**src/rtl/tag_free_list.sv**
```systemverilog
// tag_free_list: pool of free rename tags (1 .. 2^tag_w-1; tag 0 is reserved).
// Issues the head tag to the tag issuer and reclaims retired tags.
// After reset or Flush, an init sequence loads tags 1..N-1 in order.
//
// Ports:
//   clk, rst       clock; asynchronous active-low reset
//   Available      head tag valid (issuer handshake Valid)
//   Enable         issuer consumes the head tag this cycle
//   Tag            head tag; meaningful only while Available=1
//   RetValid       a retired tag is being returned
//   RetTag         returned tag value
//   RetReady       return accepted this cycle when RetValid=1
//   Flush          synchronous discard and re-initialisation
//   Count          number of free tags held
//   Error          sticky flag for illegal returns (tag 0, or return to a full pool)
module tag_free_list #(
  parameter int unsigned tag_w = 6
) (
  input  logic             clk,
  input  logic             rst,
  output logic             Available,
  input  logic             Enable,
  output logic [tag_w-1:0] Tag,
  input  logic             RetValid,
  input  logic [tag_w-1:0] RetTag,
  output logic             RetReady,
  input  logic             Flush,
  output logic [tag_w-1:0] Count,
  output logic             Error
);

  localparam int unsigned N = 1 << tag_w;
  // All-ones is both the last init tag and the full-pool Count (N-1).
  localparam logic [tag_w-1:0] LAST = '1;

  typedef enum logic {S_INIT, S_RUN} state_e;

  state_e           state_q, state_d;
  logic [tag_w-1:0] k_q, k_d;
  logic [tag_w-1:0] head_q, head_d;
  logic [tag_w-1:0] tail_q, tail_d;
  logic [tag_w-1:0] count_q, count_d;
  logic             error_q, error_d;

  logic [tag_w-1:0] mem_q [N];
  logic             wr_en;
  logic [tag_w-1:0] wr_data;

  logic pop, ret, illegal, push;

  // State register
  always_ff @(posedge clk or negedge rst) begin
    if (!rst) state_q <= S_INIT;
    else      state_q <= state_d;
  end

  // Next-state logic
  always_comb begin
    state_d = state_q;
    if (Flush)                                state_d = S_INIT;
    else if (state_q == S_INIT && k_q == LAST) state_d = S_RUN;
  end

  // Outputs: all derived from registered state
  always_comb begin
    Available = (state_q == S_RUN) && (count_q != '0);
    RetReady  = (state_q == S_RUN);
    Tag       = mem_q[head_q];
    Count     = count_q;
    Error     = error_q;
  end

  // Datapath next-state
  always_comb begin
    pop     = Enable & Available;
    ret     = RetValid & RetReady;
    // Full is judged before this cycle's pop, so a return to a full pool
    // is dropped even if a tag leaves in the same cycle.
    illegal = ret & ((RetTag == '0) | (count_q == LAST));
    push    = ret & ~illegal;

    k_d     = k_q;
    head_d  = head_q;
    tail_d  = tail_q;
    count_d = count_q;
    error_d = error_q;
    wr_en   = 1'b0;
    wr_data = RetTag;

    if (Flush) begin
      k_d     = tag_w'(1);
      head_d  = '0;
      tail_d  = '0;
      count_d = '0;
      error_d = 1'b0;
    end else if (state_q == S_INIT) begin
      wr_en   = 1'b1;
      wr_data = k_q;
      tail_d  = tail_q + tag_w'(1);
      count_d = count_q + tag_w'(1);
      k_d     = k_q + tag_w'(1);
    end else begin
      if (pop) head_d = head_q + tag_w'(1);
      if (push) begin
        wr_en  = 1'b1;
        tail_d = tail_q + tag_w'(1);
      end
      if (illegal) error_d = 1'b1;
      case ({push, pop})
        2'b10:   count_d = count_q + tag_w'(1);
        2'b01:   count_d = count_q - tag_w'(1);
        default: count_d = count_q;
      endcase
    end
  end

  always_ff @(posedge clk or negedge rst) begin
    if (!rst) begin
      k_q     <= tag_w'(1);
      head_q  <= '0;
      tail_q  <= '0;
      count_q <= '0;
      error_q <= 1'b0;
    end else begin
      k_q     <= k_d;
      head_q  <= head_d;
      tail_q  <= tail_d;
      count_q <= count_d;
      error_q <= error_d;
    end
  end

  // Tag storage: no reset needed, entries are only read once written.
  always_ff @(posedge clk) begin
    if (wr_en) mem_q[tail_q] <= wr_data;
  end

endmodule

```
**config.mk**
```make
export PLATFORM = sky130hd
export DESIGN_NAME = tag_free_list
export DESIGN_NICKNAME = d
export VERILOG_FILES = /design/src/rtl/tag_free_list.sv
export SDC_FILE = /design/constraint.sdc
export NUM_CORES = 1
export LEC_CHECK = 0
export ABC_AREA = 1
export ABC_CLOCK_PERIOD_IN_PS = 11200
export CORE_ASPECT_RATIO = 0.75
export CORE_MARGIN = 1
export CORE_UTILIZATION = 55
export DETAILED_ROUTE_END_ITERATION = 8
export PLACE_DENSITY = 0.71
export SLEW_MARGIN = 20
export SYNTH_ARGS = -nofsm -noshare
export SYNTH_HDL_FRONTEND = slang
export SYNTH_SLANG_ARGS = --single-unit
```
**constraint.sdc**
```tcl
create_clock -name clk -period 11.2 [get_ports clk]
set_input_delay 2.24 -clock clk [delete_from_list [all_inputs] [get_ports clk]]
set_output_delay 2.24 -clock clk [all_outputs]
set_load 0.005 [all_outputs]
```
==> impl_results.md <==
- Pwr Density: 157 nW/um2
- Htree depth: 2
- Cts hold-fix bufs: 0
- Num rows: 56
- Setup Skew: 18.3 ps
- Metal-1 WL: 18500 um
- Sequential-to-total area share from yosys stat: 67.9%
- Final hold slack: 499 ps
- Flop pwr share: 55.0%
- Final Non-Filler Cells: 2184
- CP max stage cell: buf_4
- Die area: 33300 um2
- Data required time at the worst endpoint: 8960 ps
- Final net count: 1740
- Mean Syn Cell Area: 10.4 um2
- Post-synth cell types: 36
- Synth Register Bits: 410
- Vias: 12291
- Final setup violation count: 0
- GPL Wtd Cong: 0.857
- Worst hold path class: reg2reg
- Final HPWL DP: 24400 um
- TritonCTS clock tree: built
- Floorplan core area: 31700 um2
- Switching Fraction: 20.8%
- Critical Path, Cell by Cell: inv_4, buf_4, nand2_1, nand2_1, nand2_1, nand3_1, nand3_1, nand2_1, nand3_1, nand2_1, clkdlybuf4s50_1
- Critical Path Fanout Max: 90
- CTS clk-pin slew, worst paths: 70 ps
- Antenna Nets Post-Route: 0
- Final Worst Setup Slack: 4650 ps
- Die X: 210 um
- Post-layout instance area: 19700 um2
- Leakage power: 7.56 nW
- Relative slew slack: 20.9%
- Drt pass-1 iters: 6
- Post-route DRC violation count: 0
- Final Cycle Share: 58.4%
- RSZ-0062 raised after global routing: no
- Met3 Routed Length: 4430 um
- Cell mode on critical path: nand2_1
- Post-Syn Nets: 1748
- WS Path Type: reg2out
- Cts bufs inserted: 39
- Max Cap Viol: 0
- Overall Power: 3.10 mW
- Fraction of registers with async set/reset: 6.34%
- Layout cells sized above 1: 5.26%
- Largest net degree at the start of global routing: 91
- Iter 0 DRT Violations: 1705
- FMAX: 153 MHz
- Startpoint Class: flip-flop
- Setup bufs post-CTS: 0
- Combinational share of power: 3.1%
- Grt ovf: 0
- Int Pwr: 2.46 mW
- WL/cell: 19.7 um
- CP arrival: 4310 ps
- Total inserted antenna cells: 0
- Ports: 26
- Clk buf depth: 3
- Pre-CTS setup slack: 5230 ps
- Post-Syn Instances: 1730
- TNS Setup: 0 ps
- Worst path bufs/invs: 3
- Top Family by Delay on Critical Path: buffers and inverters
- Height of the die: 158 um
- Area after DPL: 18500 um2
- Final WL: 43100 um
- Top_reg_cell synth: edfxtp_1
- Finished Core Util: 62.2%
- CP endpoint kind: output port
- Switching pwr: 643 uW
- Clock power share: 41.9%
- Highest Signal Layer: met4
- Vias in the first global route: 11544
- Sink Count: 410
- Vias per Instance: 5.63
- Max stage delay on crit path: 850 ps
- Count of port buffers added during placement: 25
- Slew Limit Fails: 0
- VDD IR max: 138 uV
- Post-synth EDFFs: 384
- Final hold violations: 0
- First-pass GRT wire length: 67200 um
- Tmin final: 6550 ps
- Met2 WL: 19100 um
- Placed insts: 2116
- Mapped Area: 17900 um2
- Initial antenna violation count: 0
- Clk root buf: clkbuf_16
- Initial Util: 56.6%
- Status: finished clean
- Synth Warn #: 0
- Clk Latency, worst-skew pair: 550 ps
- Total track usage: 26.8%
- Worst-Margin Slew: 1180 ps
- Gates resized, CTS repair: 0
- Area Overhead vs Synth: 9.82%
## cells by family after synthesis
group | after synthesis | share of synthesized area (%)
flops | 410 | 67.9
buf+inv | 245 | 5.69
fa+ha+maj | 7 | 0.488
simple gates | 969 | 22.7
compound gates | 92 | 2.89
xor+xnor | 7 | 0.342
## final cells by class
class / instances / area [um2]
tap: 435 / 544
multi-input combinational: 1075 / 4790
clock inverter: 21 / 183
sequential: 410 / 12200
timing repair buffer: 37 / 340
fill: 2531 / 12000
clock buffer: 47 / 1050
inverter: 159 / 599
## path summary, 6_finish.rpt
path	endpoint	from	cells past startpoint	slack (ps)
min in group asynchronous	k_q[3]	rst	2	2070
setup reg to reg	mem_q[51][4]	Count[0]	8	8090
hold reg to reg	k_q[3]	k_q[3]	1	500
max in group asynchronous	k_q[0]	rst	2	8830
hold / removal	k_q[3]	k_q[3]	1	500
setup / recovery	Tag[5]	head_q[0]	11	4650
## cells in the mapped netlist, drive strengths merged (2+ instances only)
cell | number | area share (%)
buf | 66 | 1.9
xor2 | 6 | 0.29
edfxtp | 384 | 64
nand3b | 2 | 0.15
dfrtp | 25 | 3.5
inv | 156 | 3.3
nand3 | 233 | 6.6
o22ai | 5 | 0.17
ha | 7 | 0.49
nand2 | 571 | 12
nor2 | 144 | 3.1
nand4 | 7 | 0.45
clkinv | 3 | 0.063
clkbuf | 20 | 0.42
a21oi | 33 | 0.92
o21ai | 33 | 0.92
nor3 | 11 | 0.33
o211ai | 19 | 0.80
## placed cells by master (no fill, tap or decap), drive strengths merged, types with 2 or more instances in the layout
master	synthesis	routed
nand2	571	571
edfxtp	384	384
nand3	233	233
inv	156	157
nor2	144	144
clkbuf	20	47
a21oi	33	33
o21ai	33	33
clkdlybuf4s50	0	25
dfrtp	25	25
o211ai	19	19
clkinv	3	18
buf	66	12
nor3	11	11
ha	7	7
nand4	7	7
xor2	6	6
o22ai	5	5
bufinv	0	3
clkinvlp	0	2
nand3b	2	2
## routing by layer
layer  track usage [%]  vias to the layer above
li1                  -                     5758
met3              4.73                       83
met4              8.39                        0
met1              39.8                     5819
met2              40.6                      631
met5                 0                        -
## sequential cells by signal, indices dropped and copies added, names as in the netlist
| register | cells |
|---|---|
| mem_q | 384 |
| Count | 6 |
| head_q | 6 |
| k_q | 6 |
| tail_q | 6 |
| Error | 1 |
| RetReady | 1 |
## power by group through the flow
| stage | clock (mW) | sequential [mW] | combinational (mW) |
|---|---|---|---|
| 4_1_cts | 1.31 | 1.70 | 0.0956 |
| 6_report | 1.30 | 1.70 | 0.0965 |
| 2_1_floorplan | 0 | 1.74 | 0.0438 |
| 3_5_place_dp | 0 | 1.74 | 0.0954 |
| 5_1_grt | 1.37 | 1.70 | 0.104 |
| 3_3_place_gp | 0 | 1.74 | 0.0941 |
(Power assumes the default switching activity.)
